**src/rtl/axil_pkg.sv**
```systemverilog
// rtl/axil_pkg.sv - AXI4-Lite register slave shared types, response codes and strobe helper
package axil_pkg;

  localparam logic [1:0] RESP_OKAY   = 2'b00;
  localparam logic [1:0] RESP_SLVERR = 2'b10;

  typedef enum logic [1:0] {WR_IDLE, WR_COMMIT, WR_RESP} wr_state_e;
  typedef enum logic {RD_IDLE, RD_RESP} rd_state_e;

  function automatic logic [31:0] strb_mask(input logic [3:0] strb);
    logic [31:0] mask;
    mask = '0;
    for (int b = 0; b < 4; b++) begin
      mask[8*b +: 8] = {8{strb[b]}};
    end
    return mask;
  endfunction

endpackage

```
**src/rtl/axil_ifc.sv**
```systemverilog
// rtl/axil_ifc.sv - AXI4-Lite channel bundle with master and slave views
interface axil_ifc #(
  parameter int ADDR_WIDTH = 13,
  parameter int DATA_WIDTH = 32
);
  logic [ADDR_WIDTH-1:0]   awaddr;
  logic [2:0]              awprot;
  logic                    awvalid;
  logic                    awready;
  logic [DATA_WIDTH-1:0]   wdata;
  logic [DATA_WIDTH/8-1:0] wstrb;
  logic                    wvalid;
  logic                    wready;
  logic [1:0]              bresp;
  logic                    bvalid;
  logic                    bready;
  logic [ADDR_WIDTH-1:0]   araddr;
  logic [2:0]              arprot;
  logic                    arvalid;
  logic                    arready;
  logic [DATA_WIDTH-1:0]   rdata;
  logic [1:0]              rresp;
  logic                    rvalid;
  logic                    rready;

  modport slave (
    input  awaddr, awprot, awvalid, wdata, wstrb, wvalid, bready,
    input  araddr, arprot, arvalid, rready,
    output awready, wready, bresp, bvalid, arready, rdata, rresp, rvalid
  );

  modport master (
    output awaddr, awprot, awvalid, wdata, wstrb, wvalid, bready,
    output araddr, arprot, arvalid, rready,
    input  awready, wready, bresp, bvalid, arready, rdata, rresp, rvalid
  );
endinterface

```
**src/rtl/axil_regfile.sv**
```systemverilog
// rtl/axil_regfile.sv - 32-bit register storage with byte-masked write port and update pulses
module axil_regfile
  import axil_pkg::*;
#(
  parameter int NUM_REGS = 16,
  parameter int IDX_W    = 4
) (
  input  logic                   clk,
  input  logic                   rst_n,
  input  logic                   wr_en_i,
  input  logic [IDX_W-1:0]       wr_idx_i,
  input  logic [31:0]            wr_data_i,
  input  logic [3:0]             wr_strb_i,
  input  logic [IDX_W-1:0]       rd_idx_i,
  output logic [31:0]            rd_data_o,
  output logic [NUM_REGS*32-1:0] regs_o,
  output logic [NUM_REGS-1:0]    wr_pulse_o
);

  logic [31:0]         mem_q [NUM_REGS];
  logic [NUM_REGS-1:0] pulse_q;
  logic [31:0]         mask;

  assign mask = strb_mask(wr_strb_i);

  // An all-zero strobe is a legal no-op: nothing changes, so no pulse either.
  always_ff @(posedge clk) begin
    if (!rst_n) begin
      for (int i = 0; i < NUM_REGS; i++) begin
        mem_q[i] <= '0;
      end
      pulse_q <= '0;
    end else begin
      pulse_q <= '0;
      if (wr_en_i && (wr_strb_i != 4'b0000)) begin
        mem_q[wr_idx_i]   <= (mem_q[wr_idx_i] & ~mask) | (wr_data_i & mask);
        pulse_q[wr_idx_i] <= 1'b1;
      end
    end
  end

  assign rd_data_o  = mem_q[rd_idx_i];
  assign wr_pulse_o = pulse_q;

  for (genvar g = 0; g < NUM_REGS; g++) begin : g_flat
    assign regs_o[32*g +: 32] = mem_q[g];
  end

endmodule

```
**src/rtl/axil_reg_slave.sv**
```systemverilog
// rtl/axil_reg_slave.sv - AXI4-Lite responder over a bank of control/status registers
module axil_reg_slave
  import axil_pkg::*;
#(
  parameter int ADDR_WIDTH = 13,
  parameter int DATA_WIDTH = 32,
  parameter int NUM_REGS   = 16
) (
  input  logic                           clk,
  input  logic                           rst_n,
  axil_ifc.slave                         axil,
  output logic [NUM_REGS*DATA_WIDTH-1:0] regs_o,
  output logic [NUM_REGS-1:0]            wr_pulse_o
);

  localparam int IDX_W  = (NUM_REGS > 1) ? $clog2(NUM_REGS) : 1;
  localparam int WIDX_W = ADDR_WIDTH - 2;
  localparam logic [WIDX_W-1:0] NREGS = WIDX_W'(NUM_REGS);

  wr_state_e wr_state_q, wr_state_d;
  rd_state_e rd_state_q, rd_state_d;

  logic                  aw_held_q, w_held_q;
  logic [ADDR_WIDTH-1:0] awaddr_q;
  logic [31:0]           wdata_q;
  logic [3:0]            wstrb_q;
  logic [1:0]            bresp_q, rresp_q;
  logic [31:0]           rdata_q, rd_data;
  logic                  awready, wready, arready, bvalid, rvalid, wr_en;
  logic                  aw_hs, w_hs, ar_hs;
  logic [WIDX_W-1:0]     aw_idx, ar_idx;
  logic                  aw_in_range, ar_in_range;
  logic                  unused_bits;

  assign aw_idx      = awaddr_q[ADDR_WIDTH-1:2];
  assign ar_idx      = axil.araddr[ADDR_WIDTH-1:2];
  assign aw_in_range = aw_idx < NREGS;
  assign ar_in_range = ar_idx < NREGS;
  assign aw_hs       = axil.awvalid & awready;
  assign w_hs        = axil.wvalid & wready;
  assign ar_hs       = axil.arvalid & arready;
  assign unused_bits = ^{axil.awprot, axil.arprot, awaddr_q[1:0], axil.araddr[1:0]};

  always_ff @(posedge clk) begin
    if (!rst_n) begin
      wr_state_q <= WR_IDLE;
      rd_state_q <= RD_IDLE;
    end else begin
      wr_state_q <= wr_state_d;
      rd_state_q <= rd_state_d;
    end
  end

  // Commit is entered on the edge that completes the AW/W pair, giving one-cycle write latency.
  always_comb begin
    wr_state_d = wr_state_q;
    case (wr_state_q)
      WR_IDLE:   if ((aw_held_q || aw_hs) && (w_held_q || w_hs)) wr_state_d = WR_COMMIT;
      WR_COMMIT: wr_state_d = WR_RESP;
      WR_RESP:   if (axil.bready) wr_state_d = WR_IDLE;
      default:   wr_state_d = WR_IDLE;
    endcase
    rd_state_d = rd_state_q;
    case (rd_state_q)
      RD_IDLE: if (axil.arvalid) rd_state_d = RD_RESP;
      RD_RESP: if (axil.rready) rd_state_d = RD_IDLE;
      default: rd_state_d = RD_IDLE;
    endcase
  end

  always_comb begin
    awready = (wr_state_q == WR_IDLE) && !aw_held_q;
    wready  = (wr_state_q == WR_IDLE) && !w_held_q;
    bvalid  = (wr_state_q == WR_RESP);
    wr_en   = (wr_state_q == WR_COMMIT) && aw_in_range;
    arready = (rd_state_q == RD_IDLE);
    rvalid  = (rd_state_q == RD_RESP);
  end

  always_ff @(posedge clk) begin
    if (!rst_n) begin
      aw_held_q <= 1'b0;
      w_held_q  <= 1'b0;
      awaddr_q  <= '0;
      wdata_q   <= '0;
      wstrb_q   <= '0;
      bresp_q   <= RESP_OKAY;
      rdata_q   <= '0;
      rresp_q   <= RESP_OKAY;
    end else begin
      if (aw_hs) begin
        aw_held_q <= 1'b1;
        awaddr_q  <= axil.awaddr;
      end
      if (w_hs) begin
        w_held_q <= 1'b1;
        wdata_q  <= axil.wdata;
        wstrb_q  <= axil.wstrb;
      end
      if (wr_state_q == WR_COMMIT) begin
        bresp_q <= aw_in_range ? RESP_OKAY : RESP_SLVERR;
      end
      if ((wr_state_q == WR_RESP) && axil.bready) begin
        aw_held_q <= 1'b0;
        w_held_q  <= 1'b0;
      end
      if (ar_hs) begin
        rdata_q <= ar_in_range ? rd_data : 32'h0;
        rresp_q <= ar_in_range ? RESP_OKAY : RESP_SLVERR;
      end
    end
  end

  assign axil.awready = awready;
  assign axil.wready  = wready;
  assign axil.bvalid  = bvalid;
  assign axil.bresp   = bresp_q;
  assign axil.arready = arready;
  assign axil.rvalid  = rvalid;
  assign axil.rdata   = rdata_q;
  assign axil.rresp   = rresp_q;

  axil_regfile #(
    .NUM_REGS (NUM_REGS),
    .IDX_W    (IDX_W)
  ) u_regfile (
    .clk        (clk),
    .rst_n      (rst_n),
    .wr_en_i    (wr_en),
    .wr_idx_i   (aw_idx[IDX_W-1:0]),
    .wr_data_i  (wdata_q),
    .wr_strb_i  (wstrb_q),
    .rd_idx_i   (ar_idx[IDX_W-1:0]),
    .rd_data_o  (rd_data),
    .regs_o     (regs_o),
    .wr_pulse_o (wr_pulse_o)
  );

endmodule

```
**src/flat_wrapper.sv**
```systemverilog
// flat-port wrapper written by rule: the top's interface ports become plain ports
module axil_reg_slave_flat import axil_pkg::*;
#(
  parameter int ADDR_WIDTH = 13,
  parameter int DATA_WIDTH = 32,
  parameter int NUM_REGS   = 16
)
  (clk, rst_n, regs_o, wr_pulse_o, axil_awaddr, axil_awprot, axil_awvalid, axil_wdata, axil_wstrb, axil_wvalid, axil_bready, axil_araddr, axil_arprot, axil_arvalid, axil_rready, axil_awready, axil_wready, axil_bresp, axil_bvalid, axil_arready, axil_rdata, axil_rresp, axil_rvalid);
  axil_ifc #(.ADDR_WIDTH(ADDR_WIDTH), .DATA_WIDTH(DATA_WIDTH)) axil_i ();
  input  logic clk;
  input  logic rst_n;
  output logic [NUM_REGS*DATA_WIDTH-1:0] regs_o;
  output logic [NUM_REGS-1:0] wr_pulse_o;
  input wire logic [$bits(axil_i.awaddr)-1:0] axil_awaddr;
  input wire logic [$bits(axil_i.awprot)-1:0] axil_awprot;
  input wire logic [$bits(axil_i.awvalid)-1:0] axil_awvalid;
  input wire logic [$bits(axil_i.wdata)-1:0] axil_wdata;
  input wire logic [$bits(axil_i.wstrb)-1:0] axil_wstrb;
  input wire logic [$bits(axil_i.wvalid)-1:0] axil_wvalid;
  input wire logic [$bits(axil_i.bready)-1:0] axil_bready;
  input wire logic [$bits(axil_i.araddr)-1:0] axil_araddr;
  input wire logic [$bits(axil_i.arprot)-1:0] axil_arprot;
  input wire logic [$bits(axil_i.arvalid)-1:0] axil_arvalid;
  input wire logic [$bits(axil_i.rready)-1:0] axil_rready;
  output wire logic [$bits(axil_i.awready)-1:0] axil_awready;
  output wire logic [$bits(axil_i.wready)-1:0] axil_wready;
  output wire logic [$bits(axil_i.bresp)-1:0] axil_bresp;
  output wire logic [$bits(axil_i.bvalid)-1:0] axil_bvalid;
  output wire logic [$bits(axil_i.arready)-1:0] axil_arready;
  output wire logic [$bits(axil_i.rdata)-1:0] axil_rdata;
  output wire logic [$bits(axil_i.rresp)-1:0] axil_rresp;
  output wire logic [$bits(axil_i.rvalid)-1:0] axil_rvalid;
  assign axil_i.awaddr = axil_awaddr;
  assign axil_i.awprot = axil_awprot;
  assign axil_i.awvalid = axil_awvalid;
  assign axil_i.wdata = axil_wdata;
  assign axil_i.wstrb = axil_wstrb;
  assign axil_i.wvalid = axil_wvalid;
  assign axil_i.bready = axil_bready;
  assign axil_i.araddr = axil_araddr;
  assign axil_i.arprot = axil_arprot;
  assign axil_i.arvalid = axil_arvalid;
  assign axil_i.rready = axil_rready;
  assign axil_awready = axil_i.awready;
  assign axil_wready = axil_i.wready;
  assign axil_bresp = axil_i.bresp;
  assign axil_bvalid = axil_i.bvalid;
  assign axil_arready = axil_i.arready;
  assign axil_rdata = axil_i.rdata;
  assign axil_rresp = axil_i.rresp;
  assign axil_rvalid = axil_i.rvalid;
  axil_reg_slave #(.ADDR_WIDTH(ADDR_WIDTH), .DATA_WIDTH(DATA_WIDTH), .NUM_REGS(NUM_REGS)) u_core (.clk(clk), .rst_n(rst_n), .axil(axil_i), .regs_o(regs_o), .wr_pulse_o(wr_pulse_o));
endmodule
```
**config.mk**
```make
export PLATFORM = sky130hd
export DESIGN_NAME = axil_reg_slave_flat
export DESIGN_NICKNAME = d
export VERILOG_FILES = /design/src/rtl/axil_pkg.sv /design/src/rtl/axil_ifc.sv /design/src/rtl/axil_regfile.sv /design/src/rtl/axil_reg_slave.sv /design/src/flat_wrapper.sv
export SDC_FILE = /design/constraint.sdc
export NUM_CORES = 1
export LEC_CHECK = 0
export CAP_MARGIN = 30
export CORE_AREA = 3 3 250 252
export DETAILED_ROUTE_END_ITERATION = 16
export DIE_AREA = 0 0 253 255
export PLACE_DENSITY_LB_ADDON = 0.2
export SLEW_MARGIN = 20
export SYNTH_ARGS = -nofsm -noshare
export SYNTH_HDL_FRONTEND = slang
export SYNTH_SLANG_ARGS = --single-unit
```
**constraint.sdc**
```tcl
create_clock -name clk -period 5.9 [get_ports clk]
set_input_delay 1.18 -clock clk [delete_from_list [all_inputs] [get_ports clk]]
set_output_delay 1.18 -clock clk [all_outputs]
set_load 0.005 [all_outputs]
```
[Word level (Yosys, flattened, before mapping)]
Memories as Yosys holds them, arrays and structs flattened. A register that Yosys moved wholly into a read port is not among the register bits.
Cells that the tools add are included.
Word-level totals
  bits in registers: 106
  memory bits (writable): 512
  input bits: 75
  output and inout port bits: 569
  word-level logic and storage cells: 66
  memories: 1
Memories
  u_core.u_regfile.mem_q: depth 16, width 32, read ports 18, clocked after Yosys merged registers in 1, write ports 16, RTL line axil_regfile.sv:20  | logic [31:0] mem_q [NUM_REGS];
Operators by class
  magnitude comparators: 4
  equality and inequality tests: 4
  multiplexer cells: 20
  bitwise gates (word level): 9
  reductions and logical operators: 17
Operators by type and width (count)
  $and 32x32->32: 2
  $mux 32: 2
  $not 32->32: 1
  $or 32x32->32: 1
  $reduce_or 32->1: 1
  $lt 11x5->1 const B: 2
  $mux 4: 3
  $mux 1: 8
  $mux 2: 4
  $logic_and 1x1->1: 7
  $pmux 2 s3: 1
  $lt 4x5->1 const B: 1
  $demux 1 s4: 1
  $ge 4x1->1 const B: 1
  $reduce_and 2->1: 2
  $reduce_bool 4->1: 1
  $and 1x1->1: 3
  $eq 2x1->1 const B: 1
  $eq 2x2->1 const B: 1
  $logic_not 1->1: 2
  $logic_not 2->1: 1
  $logic_or 1x1->1: 2
  $ne 2x1->1 const B: 1
  $ne 2x2->1 const B: 1
  3 further kinds: 4

[Depth between registers and ports, before layout]
  word-level depth: 8
  depth in mapped cells: 8

[Cells and area by module]
A second synthesis with hierarchy kept.
Second synthesis, totals
  cell total of the unflattened synthesis: 2167
  area total of the unflattened synthesis: 30445.4 um^2
By module, submodules not included
  axil_regfile: instances 1, cells an instance 1774, area an instance 27027.2 um^2, seq. area each 15695.1 um^2
  axil_reg_slave: instances 1, cells an instance 393, area an instance 3418.3 um^2, seq. area each 1721.7 um^2

[Least setup slack after synthesis]
Ideal clock, no wire load.
  path kind: input-to-reg
  start: input port rst_n
  end: memory u_core.u_regfile.mem_q[1][0] (enable)
  setup time: 0.389 ns
  arrival: 3.374 ns
  data required time: 5.511 ns
  path slack: 2.137 ns
  stages on the path: 7
  path buffers: 3
  cell sequence: clkbuf_1 > o41ai_1 > nor4_4 > buf_12 > nand2_4 > buf_6 > nand2_1
RTL lines
  start: declaration: RTL line flat_wrapper.sv:11  | input logic rst_n;
  end: declaration: RTL line axil_regfile.sv:20

==> flow_summary.json <==
{
  "status": "finished, final reports clean",
  "grt_pass1_vias": 25960,
  "drive_above_1_share_pct": 17.01,
  "rsz0062_at_grt": "no",
  "finalCritPeriodShare_pct": 63.74,
  "yosysTopAreaCellShare_pct": 47.51,
  "fillers": 4200,
  "synth_flop_cell": "edfxtp_1",
  "drv_slew": 0,
  "netlist_area_um2": 32360,
  "cts_setup_buffers": 0,
  "setup_viol": 0,
  "core_um2": 60360,
  "cp-end-kind": "flip-flop",
  "report.power.total_mw": 11.30,
  "critPathMaxFanout": 34,
  "grt_use_met3_pct": 12.33,
  "grt_antenna_before_repair": 2,
  "clk_latency_ns": 0.63,
  "cts-hold-fix-buffers": 0,
  "drt_iter0_markers": 4235,
  "gp_congestion": 0.9155,
  "path_cells": "o41ai_1 > nor4_4 > buf_4 > nand2_4 > nand2_4",
  "cts_resized": 0,
  "slew-limit-headroom_pct": 32.80,
  "grt_pass1_wl_um": 186900,
  "clk_pin_slew_ns": 0.07,
  "worst-slew-pin-transition_ns": 1.008,
  "yosys_warnings": 0,
  "cp_slowest_cell": "nand2_4",
  "synth_edf_count": 512,
  "port_buffers": 631,
  "skew_ns": 0.02857,
  "grtUsageTotal_pct": 40.66,
  "synth_area_leader_cell": "edfxtp_1",
  "synth_cells": 2438,
  "synth_area_leaders": "edfxtp_1, mux2i_1, mux4_2, nor4_1, dfxtp_1",
  "die_h_um": 255,
  "path_class": "flip-flop to flip-flop",
  "met1_usage_pct": 52.89,
  "maxCapViolCount": 0,
  "crit_required_ns": 6.13,
  "first_pass_iters": 6,
  "ys_types": 39,
  "io_pins": 644,
  "ys_top_cells_by_count": "edfxtp_1, nor4_1, mux2i_1",
  "fmax_ghz": 0.2659,
  "ys_async_sr_fraction_pct": 0,
  "ir_drop_mv": 0.2514,
  "synth_most_common_cell": "edfxtp_1",
  "die-area_um2": 64520,
  "initial_core_util_pct": 53.62,
  "busiest_layer": "met2",
  "cts_inserted_buffers": 68,
  "synth-seq-area-share_pct": 54.07,
  "area_delta_synth_final_pct": 28.50,
  "cts_tree": "done",
  "htree_levels": 3,
  "final_nets": 3020,
  "hold_viol": 0,
  "critPathMaxStageDelay_ns": 0.98,
  "diodes": 0,
  "dpl.hpwl_um": 80620,
  "die-width_um": 253,
  "grt_util_met2_pct": 62.05,
  "powerDensity_nw_per_um2": 271.6,
  "vias": 27410,
  "min_path_type": "flip-flop to flip-flop",
  "synth_seq_cells": 618,
  "grt_start_max_net_pins": 73,
  "drt_wl_total_um": 135800,
  "fin_util_pct": 68.90,
  "ant_nets": 0,
  "worstPathArrival_ns": 3.99,
  "cts_root_buffer": "clkbuf_16",
  "drc_errors": 0,
  "routedWlPerCell_um": 35.91,
  "period_needed_ns": 3.761,
  "power.leakage_nw": 13.86,
  "cts.sinks": 618,
  "via_per_inst": 7.250,
  "cts.path.max_buffers": 3,
  "critPathLaunchType": "flip-flop",
  "whs_ns": 0.4625,
  "grt_overflow": 0,
  "synth_area_per_cell_um2": 13.27,
  "finalSetupTns_ns": 0,
  "critical-path-top-cell-by-count": "nand2_4",
  "fp-row-count": 90
}
-- cells in the final DEF, fill, tap and decap left out, types with 75 or more instances in the layout --
master and n:
nor4_1 416, buf_4 111, clkdlybuf4s50_1 627, dfxtp_1 105
a22oi_1 128, nor4_2 75, mux4_2 128, nand2_1 132
edfxtp_1 512, mux2i_1 320
-- metrics by stage --
stage	worst slack (ns)	area (um^2)	std cells
2_1_floorplan	2.137	32360	2439
3_3_place_gp	1.860	38890	3609
3_5_place_dp	1.866	39280	3655
4_1_cts	2.260	41530	3779
5_1_grt	2.213	41580	3781
6_report	2.139	41580	3781
-- area by class of cell --
| type | count | area, um^2 | area share (%) |
|---|---|---|---|
| timing repair buffer | 746 | 7258 | 17.45 |
| multi-input combinational | 1494 | 13540 | 32.56 |
| sequential | 618 | 17500 | 42.09 |
| inverter | 17 | 63.81 | 0.1535 |
| clock buffer | 99 | 1974 | 4.748 |
| tap | 782 | 978.4 | 2.353 |
| clock inverter | 25 | 267.8 | 0.6439 |
-- where the power goes --
| group | internal [mW] | leakage, nW | switching, mW |
|---|---|---|---|
| logic | 0.704 | 6.61 | 1.18 |
| registers | 4.88 | 6.15 | 0.182 |
| clock network | 2.52 | 1.10 | 1.83 |
-- metal layers --
| layer | wire [um] | part of all wire, % | vias to the layer above |
|---|---|---|---|
| li1 | - | - | 10920 |
| met1 | 46650 | 34 | 13330 |
| met2 | 60310 | 44 | 2621 |
| met3 | 19950 | 15 | 549 |
| met4 | 8863 | 6.5 | 2 |
| met5 | 13 | 0.0096 | - |
-- worst max-delay path: cells and delay by family (launching register included) --
family	cells	cell delay (ns)
and+or+nand+nor	3	1.90
buffers and inverters	1	0.38
DFF	1	0.78
AOI/OAI and AO/OA	1	0.27
-- path summary, 6_finish.rpt --
kind	startpoint	to	slack [ns]	cells after the start
min reg2reg	u_core.axil.rdata[29]$_SDFFE_PN0P_	u_core.axil.rdata[29]$_SDFFE_PN0P_	0.46	2
max	u_core.wstrb_q[0]$_SDFFE_PN0P_	u_core.u_regfile.mem_q[9][15]$_SDFFCE_PN0P_	2.14	5
min	u_core.axil.rdata[29]$_SDFFE_PN0P_	u_core.axil.rdata[29]$_SDFFE_PN0P_	0.46	2
max reg2reg	u_core.wstrb_q[0]$_SDFFE_PN0P_	u_core.u_regfile.mem_q[9][15]$_SDFFCE_PN0P_	2.14	5
-- cells by family after synthesis --
family / count (synthesis) / synth area share, %
simple gates: 766 / 16.30
flops: 618 / 54.07
other cells: 1 / 0.01159
buf+inv: 327 / 4.756
compound gates: 278 / 6.059
mux: 448 / 18.81
-- sequential cells by signal, summed over array words and instances (netlist names), named ones only --
name,cells
u_core.u_regfile.mem_q,512
u_core.axil.rdata,32
u_core.wdata_q,32
u_core.u_regfile.wr_pulse_o,16
u_core.awaddr_q,11
u_core.wstrb_q,4
u_core.wr_state_q,2
u_core.aw_held_q,1
u_core.axil.bresp,1
u_core.axil.rresp,1
u_core.axil.rvalid,1
u_core.w_held_q,1
(Power assumes the default switching activity.)
